==> config.mk <==
export PLATFORM = sky130hd
export DESIGN_NAME = regfile_mp
export DESIGN_NICKNAME = d
export VERILOG_FILES = /design/src/rtl/regfile_mp.sv
export SDC_FILE = /design/constraint.sdc
export NUM_CORES = 2
export LEC_CHECK = 0
export CORE_ASPECT_RATIO = 1.75
export CORE_MARGIN = 2
export CORE_UTILIZATION = 51
export CTS_CLUSTER_SIZE = 40
export DETAILED_ROUTE_END_ITERATION = 8
export MAX_ROUTING_LAYER = met4
export PLACE_DENSITY = 0.7
export SYNTH_ARGS = -nofsm -noshare
export SYNTH_HDL_FRONTEND = slang
export SYNTH_SLANG_ARGS = --single-unit
==> constraint.sdc <==
create_clock -name clk -period 6.47 [get_ports clk]
set_clock_uncertainty 0.05 [all_clocks]
set_input_delay 1.294 -clock clk [delete_from_list [all_inputs] [get_ports clk]]
set_output_delay 1.294 -clock clk [all_outputs]
set_load 0.005 [all_outputs]
==> src/rtl/regfile_mp.sv <==
// rtl/regfile_mp.sv - multi-port register file with write priority, scoreboard and post-reset clear (optional REGFILE_BYPASS_EN)
module regfile_mp #(
  parameter int DW  = 32,
  parameter int AW  = 5,
  parameter int NRD = 2
) (
  input  logic              clk,
  input  logic              rst_n,
  output logic              ready,
  input  logic [NRD*AW-1:0] ra,
  output logic [NRD*DW-1:0] rd,
  output logic [NRD-1:0]    rd_busy,
  input  logic              we0,
  input  logic [AW-1:0]     wa0,
  input  logic [DW-1:0]     wd0,
  input  logic              we1,
  input  logic [AW-1:0]     wa1,
  input  logic [DW-1:0]     wd1,
  input  logic              alloc_en,
  input  logic [AW-1:0]     alloc_addr
);

  localparam int NREG = 2 ** AW;

  localparam logic [0:0] ST_CLEAR = 1'b0;
  localparam logic [0:0] ST_READY = 1'b1;

  localparam logic [AW-1:0] LAST_REG = {AW{1'b1}};

  logic [0:0]    state;
  logic [AW-1:0] clr_cnt;
  logic [DW-1:0] mem [NREG];
  logic [NREG-1:0] busy;
  logic [NREG-1:0] busy_nxt;

  logic wr0_ok;
  logic wr1_ok;
  logic alloc_ok;

  logic [AW-1:0] rd_addr [NRD];
  logic [DW-1:0] rd_nxt  [NRD];
  logic          bz_nxt  [NRD];

  // Writes and allocations only take effect once the clear has finished; r0 is never a target.
  assign wr0_ok   = (state == ST_READY) && we0 && (wa0 != '0);
  assign wr1_ok   = (state == ST_READY) && we1 && (wa1 != '0);
  assign alloc_ok = (state == ST_READY) && alloc_en && (alloc_addr != '0);

  assign ready = (state == ST_READY);

  genvar g;
  generate
    for (g = 0; g < NRD; g++) begin : g_addr
      assign rd_addr[g] = ra[g*AW +: AW];
    end
  endgenerate

  // Sequencer: CLEAR walks the counter from 1 up to the last register, then READY.
  always_ff @(posedge clk) begin
    if (!rst_n) begin
      state   <= ST_CLEAR;
      clr_cnt <= {{(AW-1){1'b0}}, 1'b1};
    end else if (state == ST_CLEAR) begin
      clr_cnt <= clr_cnt + 1'b1;
      if (clr_cnt == LAST_REG) begin
        state <= ST_READY;
      end
    end
  end

  // Storage: clear writes zeros; in READY port 1 is applied last so it wins an address clash.
  always_ff @(posedge clk) begin
    if (rst_n) begin
      if (state == ST_CLEAR) begin
        mem[clr_cnt] <= '0;
      end else begin
        if (wr0_ok) begin
          mem[wa0] <= wd0;
        end
        if (wr1_ok) begin
          mem[wa1] <= wd1;
        end
      end
    end
  end

  // Scoreboard next state: writes retire pending bits, an allocation in the same cycle overrides.
  always_comb begin
    busy_nxt = busy;
    if (wr0_ok) begin
      busy_nxt[wa0] = 1'b0;
    end
    if (wr1_ok) begin
      busy_nxt[wa1] = 1'b0;
    end
    if (alloc_ok) begin
      busy_nxt[alloc_addr] = 1'b1;
    end
    busy_nxt[0] = 1'b0;
  end

  // Scoreboard register.
  always_ff @(posedge clk) begin
    if (!rst_n) begin
      busy <= '0;
    end else begin
      busy <= busy_nxt;
    end
  end

  // Read-port next values: zero during CLEAR and for r0, otherwise the pre-edge contents.
  always_comb begin
    for (int i = 0; i < NRD; i++) begin
      rd_nxt[i] = '0;
      bz_nxt[i] = 1'b0;
      if ((state == ST_READY) && (rd_addr[i] != '0)) begin
`ifdef REGFILE_BYPASS_EN
        if (wr1_ok && (wa1 == rd_addr[i])) begin
          rd_nxt[i] = wd1;
          bz_nxt[i] = alloc_ok && (alloc_addr == rd_addr[i]);
        end else if (wr0_ok && (wa0 == rd_addr[i])) begin
          rd_nxt[i] = wd0;
          bz_nxt[i] = alloc_ok && (alloc_addr == rd_addr[i]);
        end else begin
          rd_nxt[i] = mem[rd_addr[i]];
          bz_nxt[i] = busy[rd_addr[i]];
        end
`else
        rd_nxt[i] = mem[rd_addr[i]];
        bz_nxt[i] = busy[rd_addr[i]];
`endif
      end
    end
  end

  // Registered read outputs.
  always_ff @(posedge clk) begin
    if (!rst_n) begin
      rd      <= '0;
      rd_busy <= '0;
    end else begin
      for (int i = 0; i < NRD; i++) begin
        rd[i*DW +: DW] <= rd_nxt[i];
        rd_busy[i]     <= bz_nxt[i];
      end
    end
  end

endmodule

# ---- After elaboration in Yosys (flattened, before gate mapping)
# Memory sizes are Yosys's and may differ from the RTL's. A register that Yosys moved wholly into a read port is not among the register bits.
# Index checks and enable logic that the tools add are counted.
# W data, S select, Z words.
dict set report classes {
  n_reduce_logical 21
  n_eq_ne 1
  muxes 29
  addsub 1
  n_lt_le_gt_ge 8
  n_bitwise 5
}
# op n
set ops {}
lappend ops {{$mux W32} 4}
lappend ops {{$and A32 B32 Y32} 2}
lappend ops {{$not A32 Y32} 2}
lappend ops {{$or A32 B32 Y32} 1}
lappend ops {{$reduce_or A32 Y1} 1}
lappend ops {{$lt A5 B6 Y1 const B} 5}
lappend ops {{$reduce_bool A5 Y1} 5}
lappend ops {{$mux W1} 19}
lappend ops {{$demux W1 S5} 3}
lappend ops {{$ge A5 B1 Y1 const B} 3}
lappend ops {{$logic_and A1 B1 Y1} 11}
lappend ops {{$bmux W1 S5} 2}
lappend ops {{$add A5 B1 Y5 const B} 1}
lappend ops {{$eq A5 B5 Y1 const B} 1}
lappend ops {{$mux W5} 1}
lappend ops {{$reduce_and A2 Y1} 2}
lappend ops {{$logic_not A1 Y1} 2}
dict set report totals {
  elab_cells 72
  mem_bits_rw 1024
  output_inout_bits 67
  in_bits 94
  reg_bits 40
  memories 1
}
# memory words width rd rd_ports_with_merged_regs write_ports line_no
set mem_list {}
lappend mem_list {mem 32 32 2 2 2 32} ;# logic [DW-1:0] mem [NREG];

# ---- Logic depth before layout (Yosys ltp)
dict set report depth {
  word_depth 11
  mapped_depth 8
  ltp_nobuf 5
}

# ---- Least setup slack after synthesis
# Ideal clock, no wire load.
dict set report synth_timing {
  path_kind {input to register}
  startpoint {input wa0[3]}
  endpoint {memory mem[31][0], enable pin}
  n_path_buf 1
  setup_ps 472
  t_required_ps 5948
  setup_slack_ps 1235
  cell_stages 5
  arrival_ps 4713
  path_cell_list {nor3_1 > buf_2 > a21o_1 > a31oi_1 > o32ai_1}
}
# item line_no
set synth_lines {}
lappend synth_lines {{start: declaration} 14} ;# input logic [AW-1:0] wa0,
lappend synth_lines {{end: declaration} 32}

==> flow_metrics.tcl <==
set metrics [dict create \
    min_delay_path_depth 2 \
    final-hold-violation-count 0 \
    combinationalPowerShare_pct 7.7 \
    ioPinCount 161 \
    crit_end "mem[2][17]" \
    synth_common_cells "nand2_1, edfxtp_1, o21ai_0" \
    dp.cells 6906 \
    synthTopCellsByArea "edfxtp_1, mux4_2, mux2i_1" \
    synth.distinct_cells 61 \
    fill_cells 10009 \
    power.switching_uw 3680 \
    clockBufferDepth 3 \
    async_flop_share_pct 0 \
    yosysTopAreaCell "edfxtp_1" \
    port_buffers 160 \
    postRouteAntennaNets 0 \
    cts_tree "done" \
    worstPathArrival_ps 4930 \
    synthFlopType "edfxtp_1" \
    critPathCaptureType "register" \
    maxCapViolCount 0 \
    clk_pin_slew_ps 70 \
    tns_ps 0 \
    hpwl_microns 141000 \
    grt_antenna_before_repair 18 \
    core-area_sq_um 123000 \
    dieArea_sq_um 127000 \
    cp_max_fo 19 \
    syn_nets 5745 \
    grt_max_degree 137 \
    grt_pass1_wl_microns 324000 \
    fmax_mhz 220 \
    grt_pass1_vias 48481 \
    seqPwrFrac_pct 51.7 \
    synth.top_cell.area_share_pct 48.8 \
    drive_gt1_share_pct 13.6 \
    internal_power_uw 11600 \
    slew_viol_final 0 \
    power.total_uw 15300 \
    drt_pass1_iterations 9 \
    min-delay-path-class "register to register" \
    vias 49013 \
    htreeDepth 3 \
    grt_usage_pct 36.6 \
    synth_area_sq_um 63000 \
    finalNonFillerCells 7117 \
    outcome "finished clean" \
    postCtsSetupBuffers 0 \
    leakage_uw 0.0208 \
    p_clk_share_pct 40.6 \
    postLayoutCoreUtil_pct 56.4 \
    avgSynthCellArea_sq_um 11.2 \
    ys_warn_count 0 \
    p_per_area_nw_per_um2 222 \
    hold_buffers 0 \
    rr_startpoint "ready" \
    post_drt_wl_per_cell_microns 31.8 \
    post-route-period-util_pct 70.2 \
    synth.most_common_cell "nand2_1" \
    rows 170 \
    wirelength_microns 226000 \
    reg2reg_to "mem[27][25]" \
    whs_ps 501 \
    tightest_slew_ps 1310 \
    switching_share_pct 24.0 \
    numCtsBuffers 102 \
    post-route-min-period_ps 4540 \
    critical_path_class "input pin to register" \
    required_ps 6850 \
    r2r_slack_ps 2440 \
    setup_viol 0 \
    seq_area_sq_um 32800 \
    grt_overflow 0 \
    area_delta_synth_final_pct 9.75 \
    ys_ff_latch 1127 \
    first_iter_violations 6654 \
    crit_path_start_kind "input pin" \
    multi_input_area_sq_um 28000 \
    worstSetupStartpoint "wa0[3]" \
    synth-seq-area-share_pct 52.1 \
    die_x_microns 270 \
    synth_edf_count 1024 \
    gp_congestion 0.953 \
    cts-root-buf "clkbuf_16" \
    drc 0 \
    clk_latency_ps 750 \
    nets 5472 \
    vias_per_cell 6.89 \
    peakVddDrop_mv 0.191 \
    rsz0062_at_grt "false" \
    start_util_pct 51.4 \
    cts_resized 0 \
    fp.dieH_microns 469 \
    r2r_cells 7 \
    syn_inst 5649 \
    maxSlewHeadroom_pct 12.0 \
    cts_sinks 1127 \
]
logic make-up after synthesis:
group                      synth area share [%]
and+or+nand+nor                            9.33
xor gates and xnor gates                 0.0417
adders and majority gates                0.0397
buffers and inverters                      5.35
DFF                                        52.1
muxes                                      18.0
AOI/OAI and AO/OA                          15.1
power by group through the flow:
stage               registers (uW)  clock network [uW]  logic, uW
detailed placement            8090                   0       1140
finish                        7930                6220       1180
global route                  7940                6450       1200
floorplan                     8080                   0        725
CTS                           7930                6200       1150
global placement              8090                   0       1130
state kept, by name, indices dropped and copies added, names as in the netlist:
name,cells
mem,1024
rd,64
busy,31
clr_cnt,5
rd_busy,2
ready,1
how the worst min path moves through the flow:
stage	startpoint	endpoint	slack, ps
2_1_floorplan	busy[29]	busy[29]	440
3_3_place_gp	busy[15]	busy[15]	460
5_1_grt	busy[6]	busy[6]	530
6_report	busy[11]	busy[11]	500
3_5_place_dp	busy[2]	busy[2]	480
4_1_cts	busy[2]	busy[2]	500
per-layer routing:
| layer | vias up | wire, microns | GRT usage (%) |
|---|---|---|---|
| li1 | 20649 | - | - |
| met1 | 23573 | 72400 | 39.5 |
| met2 | 3648 | 109000 | 58.9 |
| met3 | 1143 | 25000 | 8.22 |
| met4 | 0 | 19900 | 28.4 |
| met5 | - | 0 | - |
worst max-delay path, stage by stage:
cell             delay [ps]
clkdlybuf4s50_1         760
nor3_2                  110
buf_4                   310
a2111oi_0               590
a31oi_2                 330
o22ai_4                1080
buf_4                   400
metrics by stage:
| step | setup WS [ps] | area (sq um) |
|---|---|---|
| 4_1_cts | 2040 | 69100 |
| 6_report | 1930 | 69200 |
| 3_3_place_gp | 1280 | 65800 |
| 2_1_floorplan | 1240 | 63000 |
| 5_1_grt | 1780 | 69200 |
| 3_5_place_dp | 1270 | 65800 |
cell type report:
class / count / share of cell area [%]
Sequential cell: 1127 / 47.4
Multi-Input combinational cell: 3794 / 40.4
Timing Repair Buffer: 311 / 4.14
Clock buffer: 130 / 4.03
Tap cell: 1634 / 2.96
Clock inverter: 61 / 0.747
Inverter: 40 / 0.217
Antenna cell: 20 / 0.0723
cells in the final DEF (no fill, tap or decap), types with 103 or more instances in the layout:
cell                n
nand2_1          1127
mux2i_1           518
clkbuf_16         105
nand3_1           138
buf_4             142
o21ai_1           108
a22oi_1           256
mux4_2            254
edfxtp_1         1024
clkdlybuf4s50_1   155
o21ai_0           885
dfxtp_1           103
No activity file was read; power rests on OpenSTA's default activity.
